<file path="src/rtl/reg_operand_reader_pkg.sv">
// Shared CPU register-file definitions: data/index widths and the operand
// reader state encoding.
package reg_operand_reader_pkg;

  localparam int RF_WIDTH = 16;
  localparam int RF_NREGS = 8;
  localparam int RF_AW    = 3;

  typedef enum logic [1:0] {
    IDLE   = 2'd0,
    READ_A = 2'd1,
    READ_B = 2'd2,
    DONE   = 2'd3
  } rd_state_e;

endpackage

</file>
<file path="src/rtl/reg_fwd_mux.sv">
// Write-forward select: a write landing on the register being read this cycle
// wins over the bank's (still stale) read data.
module reg_fwd_mux #(
  parameter int WIDTH = 16,
  parameter int AW    = 3
) (
  input  logic [AW-1:0]    rd_addr,
  input  logic [WIDTH-1:0] rd_data,
  input  logic             wr_en,
  input  logic [AW-1:0]    wr_addr,
  input  logic [WIDTH-1:0] wr_data,
  output logic [WIDTH-1:0] fwd_data
);

  logic hit;

  assign hit      = wr_en && (wr_addr == rd_addr);
  assign fwd_data = hit ? wr_data : rd_data;

endmodule

</file>
<file path="src/rtl/reg_operand_reader.sv">
// Operand-fetch sequencer: reads one or two registers through the bank's single
// read port, forwards same-cycle writes, and holds a snapshot until consumed.
module reg_operand_reader
  import reg_operand_reader_pkg::*;
#(
  parameter int WIDTH = RF_WIDTH,
  parameter int NREGS = RF_NREGS,
  parameter int AW    = RF_AW
) (
  input  logic             CLK,
  input  logic             reset,
  input  logic             req_valid,
  output logic             req_ready,
  input  logic [AW-1:0]    req_ra,
  input  logic [AW-1:0]    req_rb,
  input  logic             req_two,
  output logic [AW-1:0]    rf_raddr,
  input  logic [WIDTH-1:0] rf_rdata,
  input  logic             wr_en,
  input  logic [AW-1:0]    wr_addr,
  input  logic [WIDTH-1:0] wr_data,
  output logic             op_valid,
  input  logic             op_ready,
  output logic [WIDTH-1:0] op_a,
  output logic [WIDTH-1:0] op_b,
  output logic [15:0]      rd_count
);

  if (NREGS > (1 << AW)) begin : g_bad_cfg
    $error("NREGS does not fit in AW index bits");
  end

  rd_state_e        state_q, state_d;
  logic [AW-1:0]    ra_q, rb_q;
  logic             two_q;
  logic [WIDTH-1:0] op_a_q, op_b_q;
  logic [15:0]      rd_count_q;
  logic [WIDTH-1:0] fwd_data;

  // Single forwarding path; the read address already selects ra_q or rb_q.
  reg_fwd_mux #(.WIDTH(WIDTH), .AW(AW)) u_fwd (
    .rd_addr  (rf_raddr),
    .rd_data  (rf_rdata),
    .wr_en    (wr_en),
    .wr_addr  (wr_addr),
    .wr_data  (wr_data),
    .fwd_data (fwd_data)
  );

  // Outputs decode from state only; reset just masks the request side.
  always_comb begin
    state_d   = state_q;
    req_ready = 1'b0;
    rf_raddr  = '0;
    op_valid  = 1'b0;
    unique case (state_q)
      IDLE: begin
        req_ready = 1'b1;
        if (req_valid) state_d = READ_A;
      end
      READ_A: begin
        rf_raddr = ra_q;
        state_d  = two_q ? READ_B : DONE;
      end
      READ_B: begin
        rf_raddr = rb_q;
        state_d  = DONE;
      end
      DONE: begin
        op_valid = 1'b1;
        if (op_ready) state_d = IDLE;
      end
      default: state_d = IDLE;
    endcase
    if (reset) begin
      req_ready = 1'b0;
      rf_raddr  = '0;
    end
  end

  always_ff @(posedge CLK) begin
    if (reset) begin
      state_q    <= IDLE;
      ra_q       <= '0;
      rb_q       <= '0;
      two_q      <= 1'b0;
      op_a_q     <= '0;
      op_b_q     <= '0;
      rd_count_q <= '0;
    end else begin
      state_q <= state_d;
      unique case (state_q)
        IDLE: begin
          if (req_valid) begin
            ra_q  <= req_ra;
            rb_q  <= req_rb;
            two_q <= req_two;
          end
        end
        READ_A: begin
          op_a_q <= fwd_data;
          if (!two_q) op_b_q <= '0;
        end
        READ_B: op_b_q <= fwd_data;
        DONE: begin
          if (op_ready) rd_count_q <= rd_count_q + 16'd1;
        end
        default: ;
      endcase
    end
  end

  assign op_a     = op_a_q;
  assign op_b     = op_b_q;
  assign rd_count = rd_count_q;

endmodule

</file>
<file path="config.mk">
export PLATFORM = sky130hd
export DESIGN_NAME = reg_operand_reader
export DESIGN_NICKNAME = d
export VERILOG_FILES = /design/src/rtl/reg_operand_reader_pkg.sv /design/src/rtl/reg_fwd_mux.sv /design/src/rtl/reg_operand_reader.sv
export SDC_FILE = /design/constraint.sdc
export NUM_CORES = 1
export LEC_CHECK = 0
export ABC_AREA = 1
export CORE_MARGIN = 1.5
export CORE_UTILIZATION = 50
export DETAILED_ROUTE_END_ITERATION = 16
export DONT_BUFFER_PORTS = 1
export GPL_TIMING_DRIVEN = 0
export MAX_ROUTING_LAYER = met4
export PLACE_DENSITY_LB_ADDON = 0.1
export SYNTH_ARGS = -nofsm -noshare
export SYNTH_HDL_FRONTEND = slang
export SYNTH_HIERARCHICAL = 1
export SYNTH_SLANG_ARGS = --single-unit
export TNS_END_PERCENT = 100
</file>
<file path="constraint.sdc">
create_clock -name CLK -period 2.1 [get_ports CLK]
set_input_delay 0.63 -clock CLK [delete_from_list [all_inputs] [get_ports CLK]]
set_output_delay 0.63 -clock CLK [all_outputs]
set_load 0.1 [all_outputs]
</file>
After elaboration in Yosys (flattened, before gate mapping)
Cells that the tools add are included.

$add $sub $neg: 1. Equal/unequal tests: 7. Multiplexer cells: 12. Reductions and logical operators: 7.

Operators with widths (number): 16-bit 2-to-1 mux (2); 16-bit case mux with 2 select lines (1); 16-bit by 1-bit adder with 16-bit output (second input constant) (1); 2-bit case mux with 4 select lines (1); 2-bit AND reduction (4); 2-bit inequality test (second input constant) (3); 3-bit case mux with 2 select lines (1); 2-bit == test (second input constant) (2); 1-bit 2-to-1 mux (4); 2-bit 2-to-1 mux (2); 3-bit == test (1); 3-bit 2-to-1 mux (1); 2-bit by 1-bit == test with 1-bit output (second input constant) (1); 2-bit zero test (1); 2-bit nonzero test (1); 1-bit logical AND (1).

Flip-flop bits (word level): 57. Input port bits: 47. Logic and storage cells: 34.

Depth between registers and ports, before layout
Depth after elaboration: 7. Gate-level depth with buffers: 16.

Modules after synthesis
The synthesis kept the hierarchy.

By module, submodules not included: reg_operand_reader (instances 1, cells an instance 325, area an instance 2444.8 um^2, seq. area each 1141.1 um^2); reg_fwd_mux (instances 1, cells an instance 68, area an instance 332.8 um^2, seq. area each 0.0 um^2).

Worst setup path before layout
No wires, ideal clock.

Path type: flip-flop to flip-flop. Start: register state_q[1]. End: register op_b_q[14], in the netlist op_b[14]. Library setup time: 119 ps. Data arrival time: 3580 ps. Required time: 1981 ps. Setup slack: -1600 ps. Cell stages (with the launch flop): 15. Period minus slack after synthesis: 3700 ps. Cell sequence: dfxtp_1 > inv_1 > ha_1 > buf_2 > buf_2 > nand2_1 > a21oi_1 > nor2_1 > nor2_4 > nand2_4 > buf_6 > nand2_1 > nand2_1 > a21oi_2 > nor2_1.

Cells in the longest elaborated chain, start to end: 7. Elaborated cells on any way between the ends: 11.

RTL lines: from (decl) (RTL line reg_operand_reader.sv:33) `rd_state_e state_q, state_d;`; from (signal assigned) (RTL line reg_operand_reader.sv:91) `state_q <= state_d;`; 2-bit == test or 2-bit by 1-bit == test with 1-bit output (tied branches) (RTL line reg_operand_reader.sv:56) `unique case (state_q)`; 3-bit case mux with 2 select lines * (RTL line reg_operand_reader.sv:56); 3-bit 2-to-1 mux * (RTL line reg_operand_reader.sv:75) `if (reset) begin`; net rf_raddr[0] (RTL line reg_operand_reader.sv:17) `output logic [AW-1:0] rf_raddr,`; 3-bit == test * (RTL line reg_fwd_mux.sv:17) `assign hit = wr_en && (wr_addr == rd_addr);`; 1-bit logical AND * (RTL line reg_fwd_mux.sv:17); 16-bit 2-to-1 mux * (RTL line reg_fwd_mux.sv:18) `assign fwd_data = hit ? wr_data : rd_data;`; net fwd_data[14] (RTL line reg_operand_reader.sv:38) `logic [WIDTH-1:0] fwd_data;`; 16-bit case mux with 2 select lines * (RTL line reg_operand_reader.sv:92) `unique case (state_q)`; to (signal assigned) (RTL line reg_operand_reader.sv:104) `READ_B: op_b_q <= fwd_data;`; to (decl) (RTL line reg_operand_reader.sv:36) `logic [WIDTH-1:0] op_a_q, op_b_q;`.

The timed path passes the listed nets; every way through them passes the cells marked *. A chain may end at the register's enable or synchronous reset.

Worst setup path in the final report
Start: register state_q[0]. End: register op_b_q[4], in the netlist op_b[4].

The elaborated chain is that of the path after synthesis.

==> results.json <==
{
  "seqPwrFrac_pct": 60.5,
  "power_frac_clock_pct": 14.4,
  "via_count": 2527,
  "synth_area_um2": 2780,
  "pwr_density_cell_nw_per_um2": 1770,
  "crit_cells": 14,
  "end_kind": "flip-flop",
  "ant_nets": 0,
  "setup_viol": 35,
  "crit_path_start": "state_q[0]",
  "cap_violations": 0,
  "wl_per_cell_um": 14.1,
  "totalWireLength_um": 6910,
  "numCtsBuffers": 9,
  "synth_edf_count": 0,
  "tns_ns": -12.10,
  "peakVddDrop_mv": 1.24,
  "yosys_warnings": 6,
  "dpl.hpwl_um": 4810,
  "place_congestion": 0.820,
  "path_delay_family": "compound AO/OA/AOI/OAI gates",
  "syn_nets": 447,
  "finalHoldViolCount": 0,
  "diodes": 0,
  "synthMuxAreaShare_pct": 0,
  "crit_arrival_ns": 2.73,
  "grt_pass1_vias": 2454,
  "worstRegToRegCells": 14,
  "synth_flop_cell": "dfxtp_1",
  "synth.distinct_cells": 29,
  "die_x_um": 77.5,
  "drt_iter0_drc": 90,
  "cts.clk_slew.worst_paths_ns": 0.07,
  "r2r_start": "state_q[0]",
  "start_util_pct": 53.0,
  "drc_errors": 0,
  "grtUsageTotal_pct": 25.0,
  "synth_xor_area_share_pct": 0,
  "die_h_um": 77.5,
  "p_int_mw": 2.49,
  "finClkSkew_ns": 0.0106,
  "criticalPathCategory": "reg -> reg",
  "p_leak_nw": 1.42,
  "finalNetCount": 469,
  "start_kind": "flip-flop",
  "cpPeakStageDelay_ns": 0.58,
  "synth.most_common_cell": "nor2_1",
  "hold_start": "reset",
  "p_comb_share_pct": 25.2,
  "cts_sinks": 57,
  "path_cells": "inv_6 -> ha_4 -> nand2_8 -> a21oi_4 -> inv_1 -> nand2_1 -> nand2_2 -> nor2_4 -> nand2_4 -> buf_6 -> nand2_2 -> nand2_2 -> a21oi_2 -> nor2_1",
  "p_switching_mw": 3.65,
  "final_layout_size_suffix_gt1_share_pct": 29.8,
  "via_per_inst": 5.16,
  "async_reset_ff_share_pct": 0,
  "grt_overflow": 0,
  "crit_slowest_cell": "a21oi_4",
  "grt_start_max_net_pins": 17,
  "path_buf_inv": 3,
  "hp-class": "in -> reg",
  "antenna_found_initial": 0,
  "drv_slew": 0,
  "ios": 100,
  "status": "complete, but fails checks",
  "min_period_ns": 2.51,
  "violations": "negative setup slack",
  "finish.utilization_pct": 66.1,
  "synthCells": 393,
  "yosys.area.top_type": "dfxtp_1",
  "period_share_pct": 119,
  "r2r_slack_ns": -0.41,
  "root_buffer": "clkbuf_8",
  "tritoncts": "done",
  "seq_area_frac_synth_pct": 41.1,
  "endpoint": "op_b[4]",
  "rsz0062_at_grt": "true",
  "grt_first_pass_wirelength_um": 11500,
  "r2r_end": "op_b[4]",
  "path_max_fanout": 5,
  "netlist_top_cells_area": "dfxtp_1 (41%), nor2_1 (11%), nand2_1 (10%)",
  "dr.pass1.iters": 5,
  "worst-endpoint-required_ns": 2.32,
  "syn2layout_area_growth_pct": 24.5,
  "yosys.area_share.simple_pct": 31.9,
  "syn_avg_cell_area_um2": 7.07,
  "h-tree-depth": 3,
  "slew_headroom_pct": 27.5,
  "port_buffers": 0,
  "yosys.area_share.adder_pct": 3.15,
  "fp.coreArea_um2": 5240,
  "holdPathStages": 1,
  "die-area_um2": 6010,
  "cts_max_path_buffers": 2,
  "clk_latency_ns": 0.32,
  "synth_top_family_by_area": "simple AND/OR/NAND/NOR gates",
  "synth_commonest_cells": "nor2_1 (83), nand2_1 (76), dfxtp_1 (57)",
  "ys_seq_elements": 57,
  "n_fill_cell": 450,
  "synth_compound_area_share_pct": 16.0,
  "max_freq_mhz": 399,
  "worst_pin_slew_ns": 1.09,
  "rows": 26,
  "switching_share_pct": 59.4,
  "worst_slack_ns": -0.406,
  "yosys.area.top_type_share_pct": 41.1,
  "crit_path_frequent_cell": "nand2_2"
}
-- per-layer routing --
metal	routed length, µm	share of wire, %	global-route usage [%]	vias to the layer above
met5	0	0	-	-
met4	81	1.2	11.1	0
met3	388	5.6	5.76	9
met2	3330	48	40.1	85
met1	3110	45	29.9	1119
li1	-	-	-	1314
-- area by class of cell --
cell class | instances | area (µm²) | area share, %
multi-input combinational | 289 | 1680 | 48.6
sequential | 57 | 1150 | 33.3
clock buffer | 11 | 141 | 4.09
inverter | 31 | 141 | 4.09
buffer | 15 | 120 | 3.47
timing repair buffer | 12 | 105 | 3.04
tap | 70 | 87.6 | 2.53
clock inverter | 5 | 31.3 | 0.904
-- layout by cell type, fill, tap and decap left out, drive strengths merged --
cell      synthesis  routed
o21a              1       1
o21bai            1       1
nor3              4       4
and3              1       1
nor2             86      86
nand2            83      83
ha                7       7
clkbuf            5      16
o22ai             1       1
or2               1       1
nand3            25      25
o21ai            47      47
buf              11      22
nand4             2       2
clkinv            0       4
clkinvlp          0       1
inv              31      31
a21oi            30      30
dfxtp            57      57
-- power groups by stage --
stage	combinational (mW)	clock, mW	sequential, mW
after global placement	1.30	0	3.72
after detailed placement	1.32	0	3.72
after global routing	1.71	0.973	3.75
after floorplan	1.12	0	3.64
final	1.54	0.883	3.71
after CTS	1.49	0.913	3.71
-- cells by family after synthesis --
logic type	count (synthesis)
adders and majority gates	7
and+or+nand+nor	202
buffers and inverters	47
AOI/OAI and AO/OA	80
DFF	57
-- state kept, by name, indices dropped and copies added (netlist names) --
| name | cells |
|---|---|
| rb_q | 3 |
| state_q | 2 |
| op_b | 16 |
| op_a | 16 |
| ra_q | 3 |
| rd_count | 16 |
| two_q | 1 |
-- worst min path at each step --
stage | slack, ns | to
global route | 0.37 | state_q[0]
detailed placement | 0.47 | rb_q[0]
CTS | 0.35 | state_q[0]
floorplan | 0.45 | rb_q[0]
global placement | 0.46 | rb_q[0]
finish | 0.37 | state_q[0]
-- stage by stage --
stage	power [mW]	hold WS [ns]	cells	worst slack [ns]	instance area, µm²
after floorplan	4.77	0.455	393	-0.385	2900
after global placement	5.02	0.464	463	-0.668	2990
after detailed placement	5.04	0.472	463	-0.723	2990
after CTS	6.11	0.350	488	-0.371	3380
after global routing	6.43	0.368	490	-0.499	3460
final	6.14	0.374	490	-0.406	3460
-- timing repair --
action	CTS	global route
pin swaps	49	23
hold buffers	0	0
buffers inserted	8	2
resized for setup	53	20
endpoints found under the hold margin	0	0
setup endpoints to repair	50	55
gates cloned	2	0
Power figures use the tool's default switching activity.
